## src/rtl/pipeline_pkg.sv

```systemverilog
// rtl/pipeline_pkg.sv - shared state and stage-control types for pipeline_ctrl
package pipeline_pkg;

    typedef enum logic [1:0] {
        INIT  = 2'd0,
        RUN   = 2'd1,
        DWAIT = 2'd2,
        HALT  = 2'd3
    } pipe_state_t;

    typedef struct packed {
        logic en_f;
        logic en_d;
        logic en_e;
        logic en_m;
        logic flush_d;
        logic flush_e;
    } stage_ctrl_t;

    localparam stage_ctrl_t CTRL_FREEZE   = 6'b0000_00;
    localparam stage_ctrl_t CTRL_RUN      = 6'b1111_00;
    localparam stage_ctrl_t CTRL_BUBBLE_E = 6'b0011_01;
    localparam stage_ctrl_t CTRL_FLUSH    = 6'b1111_11;
    localparam stage_ctrl_t CTRL_INIT     = 6'b0000_11;

    // Controls for a cycle in which M is free to advance. A flush kills the
    // instruction that a stall or imem miss would otherwise hold, so it wins.
    function automatic stage_ctrl_t advance_ctrl(input logic flush_req,
                                                 input logic stall_req,
                                                 input logic imem_ready);
        stage_ctrl_t c;
        if (flush_req)
            c = CTRL_FLUSH;
        else if (stall_req || !imem_ready)
            c = CTRL_BUBBLE_E;
        else
            c = CTRL_RUN;
        return c;
    endfunction

endpackage

```

## src/rtl/sat_counter.sv

```systemverilog
// rtl/sat_counter.sv - saturating up-counter with synchronous clear
// Ports: clk, rst_n (async, active-low), clr (has priority), inc, cnt.
module sat_counter #(
    parameter int WIDTH = 8
) (
    input  logic             clk,
    input  logic             rst_n,
    input  logic             clr,
    input  logic             inc,
    output logic [WIDTH-1:0] cnt
);

    logic [WIDTH-1:0] cnt_q;
    logic [WIDTH-1:0] cnt_d;

    always_comb begin
        cnt_d = cnt_q;
        if (clr)
            cnt_d = '0;
        else if (inc && (cnt_q != '1))
            cnt_d = cnt_q + WIDTH'(1);
    end

    always_ff @(posedge clk or negedge rst_n) begin
        if (!rst_n)
            cnt_q <= '0;
        else
            cnt_q <= cnt_d;
    end

    assign cnt = cnt_q;

endmodule

```

## src/rtl/pipeline_ctrl.sv

```systemverilog
// rtl/pipeline_ctrl.sv - 5-stage pipeline sequencer: stage enables, bubbles, flushes, dmem watchdog
// Inputs : clk, rst_n (async, active-low), stall_req, flush_req, imem_ready,
//          dmem_req_m, dmem_ready, halt_req.
// Outputs: en_f/en_d/en_e/en_m stage-register enables, flush_d/flush_e NOP inserts,
//          halted (HALT state), timeout (sticky, HALT reached via dmem watchdog).
// Macro PIPELINE_CTRL_PERF_EN adds stall_cycles, flush_cycles, wait_cycles.
module pipeline_ctrl
    import pipeline_pkg::*;
#(
    parameter int INIT_CYCLES  = 3,
    parameter int WAIT_TIMEOUT = 255,
    parameter int WAIT_W       = 8,
    parameter int CNT_W        = 32
) (
    input  logic clk,
    input  logic rst_n,
    input  logic stall_req,
    input  logic flush_req,
    input  logic imem_ready,
    input  logic dmem_req_m,
    input  logic dmem_ready,
    input  logic halt_req,
    output logic en_f,
    output logic en_d,
    output logic en_e,
    output logic en_m,
    output logic flush_d,
    output logic flush_e,
    output logic halted,
    output logic timeout
`ifdef PIPELINE_CTRL_PERF_EN
    ,
    output logic [CNT_W-1:0] stall_cycles,
    output logic [CNT_W-1:0] flush_cycles,
    output logic [CNT_W-1:0] wait_cycles
`endif
);

    localparam int INIT_W = $clog2(INIT_CYCLES + 1);
    localparam logic [INIT_W-1:0] INIT_LAST = INIT_W'(INIT_CYCLES - 1);
    localparam logic [WAIT_W-1:0] WAIT_LAST = WAIT_W'(WAIT_TIMEOUT - 1);

    if (INIT_CYCLES < 1 || WAIT_TIMEOUT < 1 || CNT_W < 1) begin : g_param_check
        $error("pipeline_ctrl: INIT_CYCLES, WAIT_TIMEOUT and CNT_W must be >= 1");
    end

    pipe_state_t       state_q, state_d;
    logic [INIT_W-1:0] init_cnt_q, init_cnt_d;
    logic              timeout_q, timeout_d;
    logic [WAIT_W-1:0] wait_cnt;
    logic              wait_inc, wait_clr;
    logic              cnt_stall, cnt_flush;
    stage_ctrl_t       ctrl, adv;

    assign adv = advance_ctrl(flush_req, stall_req, imem_ready);

    always_comb begin
        state_d    = state_q;
        init_cnt_d = init_cnt_q;
        timeout_d  = timeout_q;
        ctrl       = CTRL_FREEZE;
        wait_inc   = 1'b0;
        wait_clr   = 1'b0;
        cnt_stall  = 1'b0;
        cnt_flush  = 1'b0;
        unique case (state_q)
            INIT: begin
                ctrl = CTRL_INIT;
                if (init_cnt_q == INIT_LAST)
                    state_d = RUN;
                else
                    init_cnt_d = init_cnt_q + INIT_W'(1);
            end
            RUN: begin
                if (halt_req) begin
                    state_d = HALT;
                end else if (dmem_req_m && !dmem_ready) begin
                    // wait_cnt is always 0 in RUN, so this makes it 1.
                    state_d  = DWAIT;
                    wait_inc = 1'b1;
                end else begin
                    ctrl      = adv;
                    cnt_flush = flush_req;
                    cnt_stall = !flush_req && (stall_req || !imem_ready);
                end
            end
            DWAIT: begin
                // E is frozen, so stall/flush requests re-present on exit.
                if (dmem_ready) begin
                    ctrl      = adv;
                    cnt_flush = flush_req;
                    cnt_stall = !flush_req && (stall_req || !imem_ready);
                    state_d   = RUN;
                    wait_clr  = 1'b1;
                end else begin
                    wait_inc = 1'b1;
                    // wait_cnt+1 wait cycles will have elapsed after this one.
                    if (wait_cnt >= WAIT_LAST) begin
                        state_d   = HALT;
                        timeout_d = 1'b1;
                    end
                end
            end
            HALT: begin
                ctrl = CTRL_FREEZE;
            end
            default: state_d = INIT;
        endcase
    end

    always_ff @(posedge clk or negedge rst_n) begin
        if (!rst_n) begin
            state_q    <= INIT;
            init_cnt_q <= '0;
            timeout_q  <= 1'b0;
        end else begin
            state_q    <= state_d;
            init_cnt_q <= init_cnt_d;
            timeout_q  <= timeout_d;
        end
    end

    sat_counter #(.WIDTH(WAIT_W)) u_wait_cnt (
        .clk   (clk),
        .rst_n (rst_n),
        .clr   (wait_clr),
        .inc   (wait_inc),
        .cnt   (wait_cnt)
    );

`ifdef PIPELINE_CTRL_PERF_EN
    sat_counter #(.WIDTH(CNT_W)) u_stall_cycles (
        .clk(clk), .rst_n(rst_n), .clr(1'b0), .inc(cnt_stall), .cnt(stall_cycles)
    );
    sat_counter #(.WIDTH(CNT_W)) u_flush_cycles (
        .clk(clk), .rst_n(rst_n), .clr(1'b0), .inc(cnt_flush), .cnt(flush_cycles)
    );
    sat_counter #(.WIDTH(CNT_W)) u_wait_cycles (
        .clk(clk), .rst_n(rst_n), .clr(1'b0), .inc(state_q == DWAIT), .cnt(wait_cycles)
    );
`else
    logic unused_perf;
    assign unused_perf = cnt_stall ^ cnt_flush;
`endif

    assign en_f    = ctrl.en_f;
    assign en_d    = ctrl.en_d;
    assign en_e    = ctrl.en_e;
    assign en_m    = ctrl.en_m;
    assign flush_d = ctrl.flush_d;
    assign flush_e = ctrl.flush_e;
    assign halted  = (state_q == HALT);
    assign timeout = timeout_q;

endmodule

```

## config.mk

```make
export PLATFORM = sky130hd
export DESIGN_NAME = pipeline_ctrl
export DESIGN_NICKNAME = d
export VERILOG_FILES = /design/src/rtl/pipeline_pkg.sv /design/src/rtl/sat_counter.sv /design/src/rtl/pipeline_ctrl.sv
export SDC_FILE = /design/constraint.sdc
export NUM_CORES = 1
export LEC_CHECK = 0
export ABC_AREA = 1
export ABC_CLOCK_PERIOD_IN_PS = 2600
export BUFFER_PORTS_ARGS = -buffer_cell sky130_fd_sc_hd__buf_2
export CAP_MARGIN = 20
export CELL_PAD_IN_SITES_DETAIL_PLACEMENT = 1
export CELL_PAD_IN_SITES_GLOBAL_PLACEMENT = 1
export CORE_MARGIN = 3
export CORE_UTILIZATION = 43
export DETAILED_ROUTE_END_ITERATION = 10
export GPL_TIMING_DRIVEN = 0
export PLACE_DENSITY_LB_ADDON = 0.1
export SLEW_MARGIN = 0
export SYNTH_ARGS = -nofsm -noshare
export SYNTH_HDL_FRONTEND = slang
export SYNTH_SLANG_ARGS = --single-unit
```

## constraint.sdc

```tcl
create_clock -name clk -period 2.6 [get_ports clk]
set_input_delay 0.13 -clock clk [delete_from_list [all_inputs] [get_ports clk]]
set_output_delay 0.13 -clock clk [all_outputs]
set_load 0.01 [all_outputs]
```

==> results of run 1 <==
cell families after synthesis:
logic type                 Yosys count  synth area share
and+or+nand+nor                     80             0.383
buffers and inverters               21            0.0888
DFF                                 13             0.325
AOI/OAI and AO/OA                    9            0.0550
adders and majority gates            9             0.113
xor gates and xnor gates             4            0.0350
synth_stat cells:
| cell type | instances | area share |
|---|---|---|
| a21oi_1 | 1 | 0.0050 |
| buf_2 | 1 | 0.0050 |
| buf_4 | 2 | 0.015 |
| clkinv_2 | 1 | 0.0050 |
| dfrtp_1 | 13 | 0.33 |
| ha_1 | 9 | 0.11 |
| inv_1 | 14 | 0.053 |
| inv_2 | 3 | 0.011 |
| nand2_1 | 39 | 0.15 |
| nand2_2 | 2 | 0.013 |
| nand2_4 | 3 | 0.034 |
| nand3_1 | 16 | 0.080 |
| nand3_2 | 1 | 0.010 |
| nand3_4 | 1 | 0.018 |
| nor2_1 | 14 | 0.053 |
| nor2_2 | 3 | 0.019 |
| nor2_4 | 1 | 0.011 |
| o21a_1 | 2 | 0.015 |
| o21ai_0 | 3 | 0.015 |
| o21ai_1 | 1 | 0.0050 |
| o21bai_1 | 2 | 0.015 |
| xor2_1 | 4 | 0.035 |
layout make-up:
cell class | count | area [um^2] | area share
repair buffers | 16 | 85.1 | 0.0743
well taps | 27 | 33.8 | 0.0295
clock buffers | 4 | 26.3 | 0.0230
flip-flops and latches | 13 | 325 | 0.284
inverters | 18 | 68.8 | 0.0601
multi-input cells | 102 | 586 | 0.511
plain buffers | 3 | 20.0 | 0.0175
worst min path at each step:
stage	from	to	slack, ps	cells after the start
after floorplan	rst_n	init_cnt_q[0]$_DFFE_PN0P_	-170	0
after global placement	rst_n	u_wait_cnt.cnt[6]$_DFFE_PN0P_	40	1
after detailed placement	rst_n	u_wait_cnt.cnt[6]$_DFFE_PN0P_	50	1
after CTS	halt_req	state_q[0]$_DFFE_PN0P_	210	5
after global routing	dmem_ready	timeout$_DFFE_PN0P_	240	4
final	halt_req	state_q[0]$_DFFE_PN0P_	220	5
stage by stage:
stage	worst slack (ps)	instance area [um^2]	utilization	hold slack [ps]	cells
final	536	1140	0.550	216	183
after CTS	495	1140	0.550	213	183
after global placement	878	1110	0.532	40.4	178
after global routing	280	1140	0.550	237	183
after floorplan	951	1000	-	-166	136
after detailed placement	829	1110	0.532	45.3	178
tightest hold or removal path: stages:
cell	delay, ps
buf_2	90
nand2_1	50
nand3_1	70
nand3_1	80
nand2_1	60
flip-flops by register name, summed over array words and instances (netlist names):
name	count
timeout	1
state_q	2
init_cnt_q	2
u_wait_cnt.cnt	8
layer usage:
metal / global-route usage / vias up
li1: - / 464
met1: 0.252 / 418
met2: 0.309 / 15
met3: 0.0436 / 2
met4: 0.0622 / 0
met5: 0 / -
repair_timing:
action | 4_1_cts | 5_1_grt
hold buffers | 1 | 0
gates resized for setup | 0 | 0
buffers inserted | 0 | 0
endpoints found under the hold margin | 13 | 0
power breakdown:
group	total [uW]	leakage, uW	switching, uW	internal, uW
clock network	133	0.0000150	73.6	59.6
logic	414	0.000464	252	162
registers	280	0.000169	45.1	235
==> flow_summary.json, run 1 <==
{
  "worstRegToRegCells": 10,
  "reg2reg_to": "u_wait_cnt.cnt[0]$_DFFE_PN0P_",
  "cp_slowest_cell": "dfrtp_1",
  "rr_startpoint": "state_q[0]$_DFFE_PN0P_",
  "cp-start-kind": "register",
  "grt_max_degree": 14,
  "mostFrequentLayoutCells": "nand2_1, nand3_1, buf_2",
  "cp.depth": 11,
  "initial_core_util": 0.480,
  "detail_route.wl_per_cell_um": 12.3,
  "crit_path_max_fanout": 5,
  "fill_cells": 290,
  "ir_worst_vdd_mv": 0.423,
  "hpwl_um": 1820,
  "synth_cells": 136,
  "yosysWarnings": 0,
  "gp_congestion": 0.808,
  "dieHeight_um": 54.2,
  "tritoncts": "yes",
  "synth_seq_area_share": 0.325,
  "via_per_inst": 4.91,
  "clock_sinks": 13,
  "synth.distinct_cells": 22,
  "crit_top_cell": "inv_1",
  "diodes": 0,
  "worst_pin_slew_ps": 314,
  "finalCriticalPeriod_ps": 2060,
  "criticalPathCategory": "reg -> out",
  "synthesis.nets": 153,
  "cts_buffers": 3,
  "grt_first_pass_wirelength_um": 3970,
  "wl_met1_um": 1100,
  "hold_class": "in -> reg",
  "critical_path.max_stage_delay_ps": 440,
  "die_area_um2": 2940,
  "critPathCapture": "en_f",
  "grt_pass1_vias": 910,
  "crit_start": "state_q[1]$_DFFE_PN0P_",
  "grt_usage": 0.191,
  "wl_met2_um": 1020,
  "nets": 174,
  "drv_cap": 0,
  "wl_met3_um": 122,
  "slew_headroom": 0.790,
  "ant_nets": 0,
  "finalSetupViolCount": 0,
  "fp-row-count": 16,
  "cts_root_buf": "clkbuf_4",
  "clock_skew_ps": 11.8,
  "syn_area_per_cell_um2": 7.35,
  "layout-drive-gt1-share": 0.231,
  "fin_crit_sh": 0.794,
  "power-per-cell-area_nw_per_um2": 723,
  "syn_area_um2": 1000,
  "crit_required_ps": 2470,
  "crit_family": "flip-flops",
  "cp-end-kind": "output pin",
  "crit_chain": "inv_1 -> ha_1 -> inv_1 -> nor2_1 -> o21ai_1 -> nand2_1 -> inv_2 -> nor2_2 -> o21a_1 -> buf_4 -> buf_2",
  "num_vias": 899,
  "drt-initial-drc-count": 6,
  "remaining_drc_errors": 0,
  "drv_slew": 0,
  "wl_um": 2260,
  "power.total_uw": 827,
  "syn2layout_area_growth_pct": 14.5,
  "tns_ps": 0,
  "first_pass_iters": 4,
  "outcome": "finished, final reports clean",
  "antenna_found_initial": 0,
  "fmax_ghz": 0.485,
  "clkSlewWorstSetupHoldPaths_ps": 90,
  "clock_path_buffers": 2,
  "r2r_setup_slack_ps": 1020,
  "final_common_cell": "nand2_1",
  "p_leak_uw": 0.000648,
  "gr-total-overflow": 0,
  "portBuffers": 15,
  "coreArea_um2": 2080,
  "die_x_um": 54.2,
  "worstSkewPairLatency_ps": 290,
  "io_pins": 16,
  "top_layer_used": "met4",
  "hold_violations": 0,
  "ys_ff_latch": 13,
  "cts_max_level": 1,
  "worstPathArrival_ps": 1930,
  "rsz0062_at_grt": "no",
  "path_buf_inv": 5
}
Note: power is estimated with default switching activity, not from simulation.
==> inputs of run 2 (changes only) <==
ABC_CLOCK_PERIOD_IN_PS = 2100   (was 2600)
CORE_UTILIZATION = 40   (was 43)
clock period = 2.1 ns   (was 2.6 ns; I/O delays follow)
==> run 2 against run 1 <==
Net effect:
- flip-flop and latch count stayed put
- hold slack worse by 4.1 ps
- die area rose by 6.7%
==> flow_summary.json, run 2 (synthesis gave the netlist of run 1 again) <==
{
  "regArea_um2": 328,
  "criticalPathCategory": "reg -> out",
  "hp-start": "dmem_ready",
  "ir_worst_vdd_mv": 0.691,
  "fin_crit_sh": 0.903,
  "coreArea_um2": 2300,
  "grt_usage": 0.173,
  "worstPathArrival_ps": 1790,
  "cp_slowest_cell": "dfrtp_2",
  "power-per-cell-area_nw_per_um2": 915,
  "cts_max_level": 1,
  "final_common_cell": "nand2_1",
  "clock_sinks": 13,
  "r2r_setup_slack_ps": 550,
  "multi_input_area_um2": 606,
  "cts_root_buf": "clkbuf_4",
  "portBuffers": 15,
  "crit_top_cell": "inv_2",
  "rr_startpoint": "state_q[0]$_DFFE_PN0P_",
  "path_buf_inv": 5,
  "die_x_um": 56.0,
  "crit_chain": "inv_2 -> ha_4 -> inv_1 -> nor2_2 -> o21ai_1 -> nand2_1 -> inv_2 -> nor2_4 -> o21a_1 -> buf_4 -> buf_2",
  "drt-initial-drc-count": 18,
  "diodes": 0,
  "crit_start": "state_q[1]$_DFFE_PN0P_",
  "dp_worst_setup_slack_ps": 343,
  "cts_buffers": 3,
  "syn2layout_area_growth_pct": 17.6,
  "drv_slew": 0,
  "cp.depth": 11,
  "grt_first_pass_wirelength_um": 4290,
  "first_pass_iters": 4,
  "gr-total-overflow": 0,
  "num_vias": 909,
  "fill_cells": 302,
  "worstSkewPairLatency_ps": 290,
  "tns_ps": 0,
  "cp-start-kind": "register",
  "slew_headroom": 0.790,
  "grt_pass1_vias": 974,
  "critical_path.max_stage_delay_ps": 440,
  "clock_skew_ps": 11.2,
  "hold_ws_ps": 212,
  "crit_required_ps": 2000,
  "die_area_um2": 3130,
  "reg2reg_to": "u_wait_cnt.cnt[0]$_DFFE_PN0P_",
  "outcome": "finished, final reports clean",
  "via_per_inst": 4.91,
  "largest_reg_flops": 8,
  "clkSlewWorstSetupHoldPaths_ps": 90,
  "crit_family": "flip-flops",
  "initial_core_util": 0.435,
  "rsz0062_at_grt": "no",
  "layout-drive-gt1-share": 0.274,
  "io_pins": 16,
  "antenna_found_initial": 0,
  "hpwl_um": 1910,
  "hold_violations": 0,
  "grt_max_degree": 14,
  "cp-end-kind": "output pin",
  "worstHoldEndpoint": "timeout$_DFFE_PN0P_",
  "mostFrequentLayoutCells": "nand2_1, nand3_1, buf_2",
  "remaining_drc_errors": 0,
  "layout_setup_ws_ps": 204,
  "p_leak_uw": 0.000651,
  "whs_path_depth": 4,
  "worstRegToRegCells": 10,
  "nets": 175,
  "worst_pin_slew_ps": 315,
  "finalCriticalPeriod_ps": 1900,
  "dieHeight_um": 56.0,
  "fp-row-count": 17,
  "tritoncts": "yes",
  "gp_congestion": 0.763,
  "finalSetupViolCount": 0,
  "crit_path_max_fanout": 4,
  "fmax_ghz": 0.527,
  "drv_cap": 0,
  "detail_route.wl_per_cell_um": 12.8,
  "hold_class": "in -> reg",
  "wl_um": 2360,
  "ant_nets": 0,
  "final_core_util": 0.512,
  "clock_path_buffers": 2
}
-- run 2: cell count changes in the layout (fill, tap and decap cells not counted), sizes merged --
cell	previous run	this run
buf	18	19
-- run 2: cell type report --
cell class,instances,share of cell area
flip-flops and latches,13,0.279
repair buffers,17,0.0787
well taps,28,0.0298
inverters,18,0.0585
multi-input cells,102,0.515
clock buffers,4,0.0223
plain buffers,3,0.0170
-- run 2: tightest hold or removal path, cell delays in order --
cell      delay [ps]
buf_2            130
nor2_2            60
inv_2             70
o21bai_1          90
-- run 2: routing by layer --
layer	GRT usage	share of wire
met4	0.0610	0.016
met5	0	0
met1	0.223	0.47
met2	0.287	0.46
met3	0.0348	0.048
-- run 2: what timing repair did --
| item | CTS | global route |
|---|---|---|
| setup buffers | 0 | 1 |
| hold buffers | 1 | 0 |
| endpoints found under the setup margin | 0 | 3 |
| resized for setup | 0 | 8 |
| endpoints found under the hold margin | 13 | 0 |
-- run 2: where the power goes --
| group | internal (uW) | leakage [uW] | switching, uW | total [uW] |
|---|---|---|---|---|
| Combinational | 222 | 0.000469 | 330 | 552 |
| Sequential | 295 | 0.000167 | 61.5 | 356 |
| Clock | 73.9 | 0.0000150 | 93.8 | 168 |
-- run 2: through the flow --
| step | instances | instance area, um^2 | total power [uW] |
|---|---|---|---|
| 2_1_floorplan | 136 | 1000 | 717 |
| 3_3_place_gp | 179 | 1110 | 849 |
| 3_5_place_dp | 179 | 1110 | 874 |
| 4_1_cts | 184 | 1150 | 1040 |
| 5_1_grt | 185 | 1180 | 1190 |
| 6_report | 185 | 1180 | 1080 |
-- run 2: worst max path at each step --
stage | to | slack (ps)
global placement | en_f | 410
global route | en_f | 40
floorplan | en_f | 480
detailed placement | en_f | 340
CTS | en_f | 20
finish | en_f | 200
==> inputs of run 3 (changes only) <==
==> constraint.sdc (replaced) <==
create_clock -name clk -period 2.1 [get_ports clk]
set_input_delay 0 -clock clk [delete_from_list [all_inputs] [get_ports clk]]
set_output_delay 0 -clock clk [all_outputs]
set_load 0.01 [all_outputs]
==> run 3 against run 2 <==
Net effect:
- sequential share of layout area grew 0.53 points
- sequential power shrank 2%
- cell area shrank 2.2%
- critical path depth is the same
- clock skew grew 1.1 ps
- combinational power shrank 6.3%
- clock-buffer cell count is the same
==> flow_summary.json, run 3 (synthesis gave the netlist of run 1 again) <==
{
  "die_area_um2": 3130,
  "clock_path_buffers": 2,
  "p_leak_uw": 0.000646,
  "dieHeight_um": 56.0,
  "grt_pass1_vias": 974,
  "worstSkewPairLatency_ps": 290,
  "drt-initial-drc-count": 23,
  "clock_skew_ps": 12.3,
  "worstPathArrival_ps": 1870,
  "r2r_setup_slack_ps": 520,
  "cts_root_buf": "clkbuf_4",
  "slew_headroom": 0.791,
  "diodes": 0,
  "finalCriticalPeriod_ps": 1870,
  "crit_required_ps": 2100,
  "ir_worst_vdd_mv": 0.693,
  "crit_chain": "inv_2 -> ha_1 -> inv_1 -> nor2_2 -> o21ai_1 -> nand2_1 -> inv_2 -> nor2_2 -> o21a_1 -> buf_4 -> buf_2",
  "cp-end-kind": "output pin",
  "fin_crit_sh": 0.891,
  "clkSlewWorstSetupHoldPaths_ps": 90,
  "antenna_found_initial": 0,
  "syn2layout_area_growth_pct": 15.0,
  "clock_sinks": 13,
  "largest_reg_flops": 8,
  "rr_startpoint": "state_q[0]$_DFFE_PN0P_",
  "reg2reg_to": "u_wait_cnt.cnt[0]$_DFFE_PN0P_",
  "rsz0062_at_grt": "no",
  "mostFrequentLayoutCells": "nand2_1, nand3_1, buf_2",
  "ant_nets": 0,
  "fp-row-count": 17,
  "cts_max_level": 1,
  "crit_start": "state_q[1]$_DFFE_PN0P_",
  "worst_pin_slew_ps": 313,
  "hp-start": "dmem_ready",
  "regArea_um2": 327,
  "initial_core_util": 0.435,
  "criticalPathCategory": "reg -> out",
  "hold_ws_ps": 110,
  "via_per_inst": 4.88,
  "die_x_um": 56.0,
  "tns_ps": 0,
  "finalSetupViolCount": 0,
  "wl_um": 2320,
  "coreArea_um2": 2300,
  "multi_input_area_um2": 588,
  "crit_path_max_fanout": 5,
  "fill_cells": 306,
  "cts_buffers": 3,
  "final_common_cell": "nand2_1",
  "cp-start-kind": "register",
  "detail_route.wl_per_cell_um": 12.6,
  "first_pass_iters": 4,
  "post_cts_buffers": 0,
  "gp_congestion": 0.763,
  "critical_path.max_stage_delay_ps": 450,
  "hold_violations": 0,
  "grt_usage": 0.173,
  "worstRegToRegCells": 10,
  "gr-total-overflow": 0,
  "portBuffers": 15,
  "io_pins": 16,
  "power-per-cell-area_nw_per_um2": 899,
  "cp_slowest_cell": "dfrtp_2",
  "num_vias": 898,
  "power.total_uw": 1030,
  "final_core_util": 0.501,
  "layout-drive-gt1-share": 0.250,
  "grt_max_degree": 14,
  "worstHoldEndpoint": "timeout$_DFFE_PN0P_",
  "drv_slew": 0,
  "drv_cap": 0,
  "nets": 174,
  "outcome": "finished, final reports clean",
  "hold_class": "in -> reg",
  "fmax_ghz": 0.535,
  "tritoncts": "yes",
  "remaining_drc_errors": 0,
  "whs_path_depth": 4,
  "grt_first_pass_wirelength_um": 4290,
  "hpwl_um": 1910
}
run 3: final cells by class:
cell class / count / area share
repair buffers: 16 / 0.0740
flip-flops and latches: 13 / 0.284
clock buffers: 4 / 0.0229
plain buffers: 3 / 0.0174
inverters: 18 / 0.0598
well taps: 28 / 0.0305
multi-input cells: 102 / 0.511
run 3: worst max-delay path, delay by kind of cell, from the launching register on:
kind / cells / cell delay [ps]
AOI/OAI and AO/OA: 2 / 250
adders and majority gates: 1 / 180
buffers and inverters: 5 / 400
DFF: 1 / 450
and+or+nand+nor: 3 / 310
run 3: worst max-delay path by stage:
stage                      end  slack, ps  cells after the start
after floorplan           en_f        580                     10
after global placement    en_f        510                     11
after detailed placement  en_f        450                     11
after CTS                 en_f        120                     11
after global routing      en_f         30                     11
final                     en_f        230                     11
run 3: what timing repair did:
action / CTS / global route
gates resized for setup: 0 / 3
hold endpoints to repair: 13 / 0
hold buffers: 1 / 0
setup endpoints to repair: 0 / 1
run 3: layer usage:
metal  global-route usage  vias up  wire length (um)
li1                     -      464                 -
met1                0.223      412              1110
met2                0.287       17              1050
met3               0.0348        5               120
met4               0.0610        0                38
met5                    0        -                 0
run 3: power by group:
group | switching, uW | total [uW] | internal [uW] | leakage, uW
Sequential | 57.0 | 350 | 293 | 0.000167
Combinational | 314 | 517 | 203 | 0.000464
Clock | 92.8 | 167 | 73.9 | 0.0000150
Total | 464 | 1030 | 569 | 0.000646
run 3: stage by stage:
step / instances / worst slack, ps / instance area, um^2
global route: 184 / 33.7 / 1150
CTS: 184 / 122 / 1150
floorplan: 136 / 581 / 1000
detailed placement: 179 / 448 / 1110
global placement: 179 / 513 / 1110
finish: 184 / 229 / 1150
